File: config.mk
export PLATFORM = sky130hd
export DESIGN_NAME = brownout_seq_ctrl_flat
export DESIGN_NICKNAME = d
export VERILOG_FILES = /design/src/rtl/brownout_seq_ctrl_if.sv /design/src/rtl/brownout_seq_ctrl.sv /design/src/flat_wrapper.sv
export SDC_FILE = /design/constraint.sdc
export NUM_CORES = 1
export LEC_CHECK = 0
export BUFFER_PORTS_ARGS = -buffer_cell sky130_fd_sc_hd__buf_4
export CAP_MARGIN = 20
export CORE_AREA = 10 10 68 70
export DETAILED_ROUTE_END_ITERATION = 16
export DIE_AREA = 0 0 78 80
export PLACE_DENSITY_LB_ADDON = 0.12
export SLEW_MARGIN = 0
export SYNTH_ARGS = -nofsm -noshare
export SYNTH_HDL_FRONTEND = slang
export SYNTH_SLANG_ARGS = --single-unit
export TNS_END_PERCENT = 1
File: constraint.sdc
create_clock -name osc_ck -period 3.6 [get_ports osc_ck]
set_clock_uncertainty 0.05 [all_clocks]
set_input_delay 0.36 -clock osc_ck [delete_from_list [all_inputs] [get_ports osc_ck]]
set_output_delay 0.36 -clock osc_ck [all_outputs]
set_load 0.005 [all_outputs]
File: src/rtl/brownout_seq_ctrl_if.sv
// brownout_seq_ctrl_if: firmware control, detector I/O and status bundle of the brown-out sequencer.
interface brownout_seq_ctrl_if #(parameter int CNT_W = 8);
   logic             en_req;
   logic [2:0]       otrip_cfg;
   logic [2:0]       vtrip_cfg;
   logic             cfg_valid;
   logic             cfg_ready;
   logic             brout_filt;
   logic             vunder;
   logic             clr_sticky;
   logic             ena;
   logic [2:0]       otrip;
   logic [2:0]       vtrip;
   logic             sys_rstb;
   logic             bo_sticky;
   logic             vu_sticky;
   logic [CNT_W-1:0] bo_count;
   logic [2:0]       state;
   modport master (output en_req, otrip_cfg, vtrip_cfg, cfg_valid, brout_filt, vunder, clr_sticky,
                   input  cfg_ready, ena, otrip, vtrip, sys_rstb, bo_sticky, vu_sticky, bo_count, state);
   modport slave  (input  en_req, otrip_cfg, vtrip_cfg, cfg_valid, brout_filt, vunder, clr_sticky,
                   output cfg_ready, ena, otrip, vtrip, sys_rstb, bo_sticky, vu_sticky, bo_count, state);
endinterface

File: src/rtl/brownout_seq_ctrl.sv
// brownout_seq_ctrl: brown-out detector sequencer with comparator blanking, debounce,
// post-recovery reset hold, sticky status and saturating event count.
module brownout_seq_ctrl #(
   parameter int SETTLE_CYC = 64,
   parameter int DEB_CYC    = 4,
   parameter int HOLD_CYC   = 1024,
   parameter int CNT_W      = 8
) (
   input  logic                   osc_ck,
   input  logic                   rstb,
   brownout_seq_ctrl_if.slave     bus
);
   typedef enum logic [2:0] {OFF = 3'd0, SETTLE = 3'd1, MONITOR = 3'd2, BROWNOUT = 3'd3, HOLD = 3'd4} state_t;
   localparam int TW = $clog2(SETTLE_CYC > HOLD_CYC ? SETTLE_CYC : HOLD_CYC) + 1;
   localparam int DW = $clog2(DEB_CYC);
   state_t           r_state, w_state;
   logic [TW-1:0]    r_timer, w_timer;
   logic [DW-1:0]    r_deb, w_deb;
   logic             r_br_m, r_br_s, r_vu_m, r_vu_s, r_vu_d;
   logic             r_first_up, r_ena, r_sys_rstb, r_bo_sticky, r_vu_sticky;
   logic [2:0]       r_otrip, r_vtrip;
   logic [CNT_W-1:0] r_bo_count;
   logic             w_hs, w_bo_evt, w_vu_evt, w_first_up;
   assign bus.cfg_ready = (r_state == OFF) || (r_state == MONITOR && r_deb == '0 && bus.en_req);
   assign w_hs          = bus.cfg_valid && bus.cfg_ready;
   assign w_bo_evt      = r_state == MONITOR && bus.en_req && r_br_s && r_deb == DW'(DEB_CYC - 1);
   assign w_vu_evt      = r_state == MONITOR && r_vu_s && !r_vu_d;
   assign w_first_up    = r_first_up || w_state == MONITOR;
   assign bus.state     = r_state;
   assign bus.ena       = r_ena;
   assign bus.otrip     = r_otrip;
   assign bus.vtrip     = r_vtrip;
   assign bus.sys_rstb  = r_sys_rstb;
   assign bus.bo_sticky = r_bo_sticky;
   assign bus.vu_sticky = r_vu_sticky;
   assign bus.bo_count  = r_bo_count;
   always_comb begin
      w_state = r_state;
      w_timer = (r_timer != '0) ? r_timer - TW'(1) : r_timer;
      w_deb   = '0;
      case (r_state)
         OFF: if (!w_hs && bus.en_req) begin
            w_state = SETTLE;
            w_timer = TW'(SETTLE_CYC - 1);
         end
         SETTLE: w_state = !bus.en_req ? OFF : (r_timer == '0) ? MONITOR : SETTLE;
         MONITOR: begin
            // enable drop beats a completing debounce, which beats a trip-code update
            if (!bus.en_req) w_state = OFF;
            else if (w_bo_evt) w_state = BROWNOUT;
            else if (w_hs) begin
               w_state = SETTLE;
               w_timer = TW'(SETTLE_CYC - 1);
            end else w_deb = r_br_s ? r_deb + DW'(1) : '0;
         end
         BROWNOUT: if (!r_br_s) begin
            w_state = HOLD;
            w_timer = TW'(HOLD_CYC - 1);
         end
         HOLD: w_state = r_br_s ? BROWNOUT : (r_timer != '0) ? HOLD : bus.en_req ? MONITOR : OFF;
         default: w_state = OFF;
      endcase
   end
   always_ff @(posedge osc_ck or negedge rstb)
      if (!rstb) r_state <= OFF;
      else r_state <= w_state;
   always_ff @(posedge osc_ck or negedge rstb)
      if (!rstb) begin
         r_timer     <= '0;
         r_deb       <= '0;
         r_br_m      <= 1'b0;
         r_br_s      <= 1'b0;
         r_vu_m      <= 1'b0;
         r_vu_s      <= 1'b0;
         r_vu_d      <= 1'b0;
         r_first_up  <= 1'b0;
         r_ena       <= 1'b0;
         r_sys_rstb  <= 1'b0;
         r_bo_sticky <= 1'b0;
         r_vu_sticky <= 1'b0;
         r_otrip     <= 3'b111;
         r_vtrip     <= 3'b111;
         r_bo_count  <= '0;
      end else begin
         r_timer     <= w_timer;
         r_deb       <= w_deb;
         r_br_m      <= bus.brout_filt;
         r_br_s      <= r_br_m;
         r_vu_m      <= bus.vunder;
         r_vu_s      <= r_vu_m;
         r_vu_d      <= r_vu_s;
         r_first_up  <= w_first_up;
         r_ena       <= w_state != OFF;
         r_sys_rstb  <= w_first_up && w_state != BROWNOUT && w_state != HOLD;
         r_bo_sticky <= w_bo_evt || (r_bo_sticky && !bus.clr_sticky);
         r_vu_sticky <= w_vu_evt || (r_vu_sticky && !bus.clr_sticky);
         r_otrip     <= w_hs ? bus.otrip_cfg : r_otrip;
         r_vtrip     <= w_hs ? bus.vtrip_cfg : r_vtrip;
         r_bo_count  <= r_bo_count + CNT_W'(w_bo_evt && r_bo_count != '1);
      end
endmodule

File: src/flat_wrapper.sv
// flat-port wrapper written by rule: the top's interface ports become plain ports
module brownout_seq_ctrl_flat 
#(
   parameter int SETTLE_CYC = 64,
   parameter int DEB_CYC    = 4,
   parameter int HOLD_CYC   = 1024,
   parameter int CNT_W      = 8
)
  (osc_ck, rstb, bus_en_req, bus_otrip_cfg, bus_vtrip_cfg, bus_cfg_valid, bus_brout_filt, bus_vunder, bus_clr_sticky, bus_cfg_ready, bus_ena, bus_otrip, bus_vtrip, bus_sys_rstb, bus_bo_sticky, bus_vu_sticky, bus_bo_count, bus_state);
  brownout_seq_ctrl_if #(.CNT_W(CNT_W)) bus_i ();
  input  logic osc_ck;
  input  logic rstb;
  input wire logic [$bits(bus_i.en_req)-1:0] bus_en_req;
  input wire logic [$bits(bus_i.otrip_cfg)-1:0] bus_otrip_cfg;
  input wire logic [$bits(bus_i.vtrip_cfg)-1:0] bus_vtrip_cfg;
  input wire logic [$bits(bus_i.cfg_valid)-1:0] bus_cfg_valid;
  input wire logic [$bits(bus_i.brout_filt)-1:0] bus_brout_filt;
  input wire logic [$bits(bus_i.vunder)-1:0] bus_vunder;
  input wire logic [$bits(bus_i.clr_sticky)-1:0] bus_clr_sticky;
  output wire logic [$bits(bus_i.cfg_ready)-1:0] bus_cfg_ready;
  output wire logic [$bits(bus_i.ena)-1:0] bus_ena;
  output wire logic [$bits(bus_i.otrip)-1:0] bus_otrip;
  output wire logic [$bits(bus_i.vtrip)-1:0] bus_vtrip;
  output wire logic [$bits(bus_i.sys_rstb)-1:0] bus_sys_rstb;
  output wire logic [$bits(bus_i.bo_sticky)-1:0] bus_bo_sticky;
  output wire logic [$bits(bus_i.vu_sticky)-1:0] bus_vu_sticky;
  output wire logic [$bits(bus_i.bo_count)-1:0] bus_bo_count;
  output wire logic [$bits(bus_i.state)-1:0] bus_state;
  assign bus_i.en_req = bus_en_req;
  assign bus_i.otrip_cfg = bus_otrip_cfg;
  assign bus_i.vtrip_cfg = bus_vtrip_cfg;
  assign bus_i.cfg_valid = bus_cfg_valid;
  assign bus_i.brout_filt = bus_brout_filt;
  assign bus_i.vunder = bus_vunder;
  assign bus_i.clr_sticky = bus_clr_sticky;
  assign bus_cfg_ready = bus_i.cfg_ready;
  assign bus_ena = bus_i.ena;
  assign bus_otrip = bus_i.otrip;
  assign bus_vtrip = bus_i.vtrip;
  assign bus_sys_rstb = bus_i.sys_rstb;
  assign bus_bo_sticky = bus_i.bo_sticky;
  assign bus_vu_sticky = bus_i.vu_sticky;
  assign bus_bo_count = bus_i.bo_count;
  assign bus_state = bus_i.state;
  brownout_seq_ctrl #(.SETTLE_CYC(SETTLE_CYC), .DEB_CYC(DEB_CYC), .HOLD_CYC(HOLD_CYC), .CNT_W(CNT_W)) u_core (.osc_ck(osc_ck), .rstb(rstb), .bus(bus_i));
endmodule
==> results.toml <==
[outcome]
status = "complete, no violations"

[routing]
drt_wl_total_mm = 3.78
vias_per_cell = 5.51
drc = 0
vias = 1355
detail-route-antenna-nets = 0
drtPass1Iterations = 5
drt-initial-drc-count = 109
wl_per_cell_um = 15.4

[worst_setup_path]
crit_slowest_cell = "or4bb_2"
cp_max_fo = 12
cp-end-kind = "register"
crit_arrival_ns = 2.77
worstSetupPathType = "reg2reg"
slowest_delay_ns = 0.70
critPathLaunchType = "register"
r2r_cells = 7
cp_common_cell = "ha_1"
cp_cell_sequence = "or4bb_2 > or2_2 > a41oi_1 > ha_1 > ha_1 > nand3_1 > xnor2_1"
timing.critical_path.required_ns = 3.80

[layout]
n_antenna_cell = 0
syn_to_final_growth_pct = 18.5
layout-drive-gt1-share = 0.325
multi_input_area_um2 = 803
fin_cells = 246
fill_cells = 273
register_area_um2 = 1010
design_area_um2 = 2210
nNetsFinal = 218

[floorplan]
die_area_um2 = 6240
die_x_um = 78
start_util = 0.568
pin_count = 35
die_h_um = 80
row_count = 21
core_area_um2 = 3280

[clocking]
postCtsSetupRepairBufs = 0
cts-hold-fix-buffers = 1
htreeDepth = 2
cts.clk_slew.worst_paths_ns = 0.11
cts-buffers-inserted = 5
cts.sinks = 40
cts_tree = "done"
cts_buffer_depth = 2
clk_latency_ns = 0.35
cts_root_buffer = "clkbuf_4"
ctsResizeCount = 0

[placed_design]
dp_hpwl_mm = 2.85
placed_cell_area_um2 = 2150
portBuffers = 34
dp_cells = 238
gp_congestion = 0.883
dp_slack_ns = 1.03

[yosys]
synth_edf_count = 0
syn-num-nets = 178
ys_warn_count = 0
synth-seq-cells = 40
synthFlopType = "dfrtp_1"
synth_cell_types = 46
async_reset_ff_frac = 1.00
netlist_area_um2 = 1870
synth.yosys.seq_area_share = 0.541
synth_area_per_cell_um2 = 11.7
synthCells = 160

[global_route]
grt_pass1_wl_mm = 6.40
overflow = 0
antenna_found_initial = 0
grt_pass1_vias = 1410
grt_usage = 0.129
grt_max_degree = 41

[pwr]
clkPwrFrac = 0.230
swShare = 0.267
cell_internal_pwr_mw = 0.641
vdd_drop_max_uv = 256
pwr-share-comb = 0.164
p_leak_nw = 1.04
p_sw_mw = 0.234
p_seq_frac = 0.606
power_density_nw_per_um2 = 396

[timing]
max_freq_mhz = 389
period_share = 0.714
worst_pin_slew_ns = 0.662
setup_ws_ns = 1.03
tns_ns = 0
slew_viol_final = 0
hold_viol = 0
rsz0062_at_grt = "false"
setup_violations = 0
final.min_clock_period_ns = 2.57
max-slew-margin-rel = 0.555
hold_ws_ns = 0.0693

[hold_path]
hold_path_depth = 1
hp-class = "in2reg"

[run]
maxCapViolations = 0
[layer usage]
metal | share of wire | vias up | wire (µm) | GRT usage
li1 | - | 654 | - | -
met1 | 0.42 | 659 | 1600 | 0.141
met2 | 0.49 | 33 | 1870 | 0.213
met3 | 0.065 | 9 | 245 | 0.0586
met4 | 0.018 | 0 | 68 | 0.0520
met5 | 0 | - | 0 | 0
[metrics by stage]
stage	util	power, mW
floorplan	-	0.612
global placement	0.656	0.670
detailed placement	0.656	0.682
CTS	0.673	0.887
global route	0.673	0.933
finish	0.673	0.875
[synthesized netlist by cell type (4+ instances only)]
master    instances  share of area
dfrtp_1          34           0.46
nand3_1           9          0.024
xnor2_1           9          0.042
inv_1             7          0.014
nand2_1           7          0.014
o21ai_0           7          0.019
a21oi_1           6          0.016
dfstp_2           6          0.085
mux2_2            6          0.036
nor2_1            6          0.012
ha_1              5          0.034
nor3_1            5          0.013
nand2b_1          4          0.013
xor2_1            4          0.019
[flip-flops by register name, indices dropped and copies added, names as in the netlist]
register and flops:
u_core.bus.otrip 3, u_core.r_vu_d 1, u_core.bus.vtrip 3, u_core.bus.vu_sticky 1
u_core.r_br_m 1, u_core.bus.ena 1, u_core.bus.bo_count 8, u_core.bus.state 3
u_core.r_timer 11, u_core.r_vu_s 1, u_core.r_vu_m 1, u_core.bus.sys_rstb 1
u_core.r_br_s 1, u_core.bus.bo_sticky 1, u_core.r_deb 2, u_core.r_first_up 1
[path summary, 6_finish.rpt]
check / from / end / slack, ns
min in group asynchronous: rstb / u_core.r_timer[2] / 0.46
setup reg to reg: u_core.bus.state[0] / u_core.bus.bo_count[6] / 1.03
hold / removal: bus_brout_filt / u_core.r_br_m / 0.07
hold reg to reg: u_core.r_vu_m / u_core.r_vu_s / 0.31
max in group asynchronous: rstb / u_core.bus.vtrip[0] / 2.68
setup / recovery: u_core.bus.state[0] / u_core.bus.bo_count[6] / 1.03
[cells by family after synthesis]
group / after synthesis / share of synthesized area
buf+inv: 10 / 0.0288
fa+ha+maj: 5 / 0.0335
simple gates: 60 / 0.203
flops: 40 / 0.541
compound gates: 24 / 0.0865
mux: 8 / 0.0469
xor+xnor: 13 / 0.0610
[cell usage in the layout, fill, tap and decap left out, types with 2 or more instances in the layout]
master / instances
buf_4: 34
xnor2_1: 9
nand3_1: 9
and3_1: 3
or3_2: 2
or3_1: 3
mux2_2: 6
a21oi_1: 6
and4b_1: 2
mux2i_1: 2
nor2_1: 6
xor2_1: 4
clkbuf_4: 5
or2_2: 2
or4_4: 2
or4_1: 2
nor3_1: 5
a31oi_1: 2
o21ai_0: 7
inv_1: 7
nand3b_1: 2
nand2b_1: 4
dfstp_2: 6
dfrtp_1: 34
nor2b_1: 2
nand2_1: 7
ha_1: 5
[power groups by stage]
| stage | Combinational (mW) | Clock [mW] | Sequential (mW) |
|---|---|---|---|
| 6_report | 0.143 | 0.201 | 0.530 |
| 2_1_floorplan | 0.0848 | 0 | 0.528 |
| 3_5_place_dp | 0.144 | 0 | 0.538 |
| 5_1_grt | 0.162 | 0.234 | 0.536 |
| 4_1_cts | 0.146 | 0.213 | 0.529 |
| 3_3_place_gp | 0.137 | 0 | 0.533 |
[cell type report]
| type | instances | area share |
|---|---|---|
| inverter | 8 | 0.0136 |
| sequential | 40 | 0.456 |
| timing repair buffer | 35 | 0.120 |
| clock inverter | 1 | 0.00226 |
| clock buffer | 6 | 0.0187 |
| multi-input combinational | 110 | 0.363 |
| tap | 46 | 0.0260 |
[critical path, delay by kind of cell, from the launching register on]
family,cells,cell delay (ns)
AND/OR/NAND/NOR,3,1.13
XOR/XNOR,1,0.14
AO/OA/AOI/OAI,1,0.17
flip-flops,1,0.52
adder cells (fa/ha/maj),2,0.48
(Power assumes the default switching activity.)
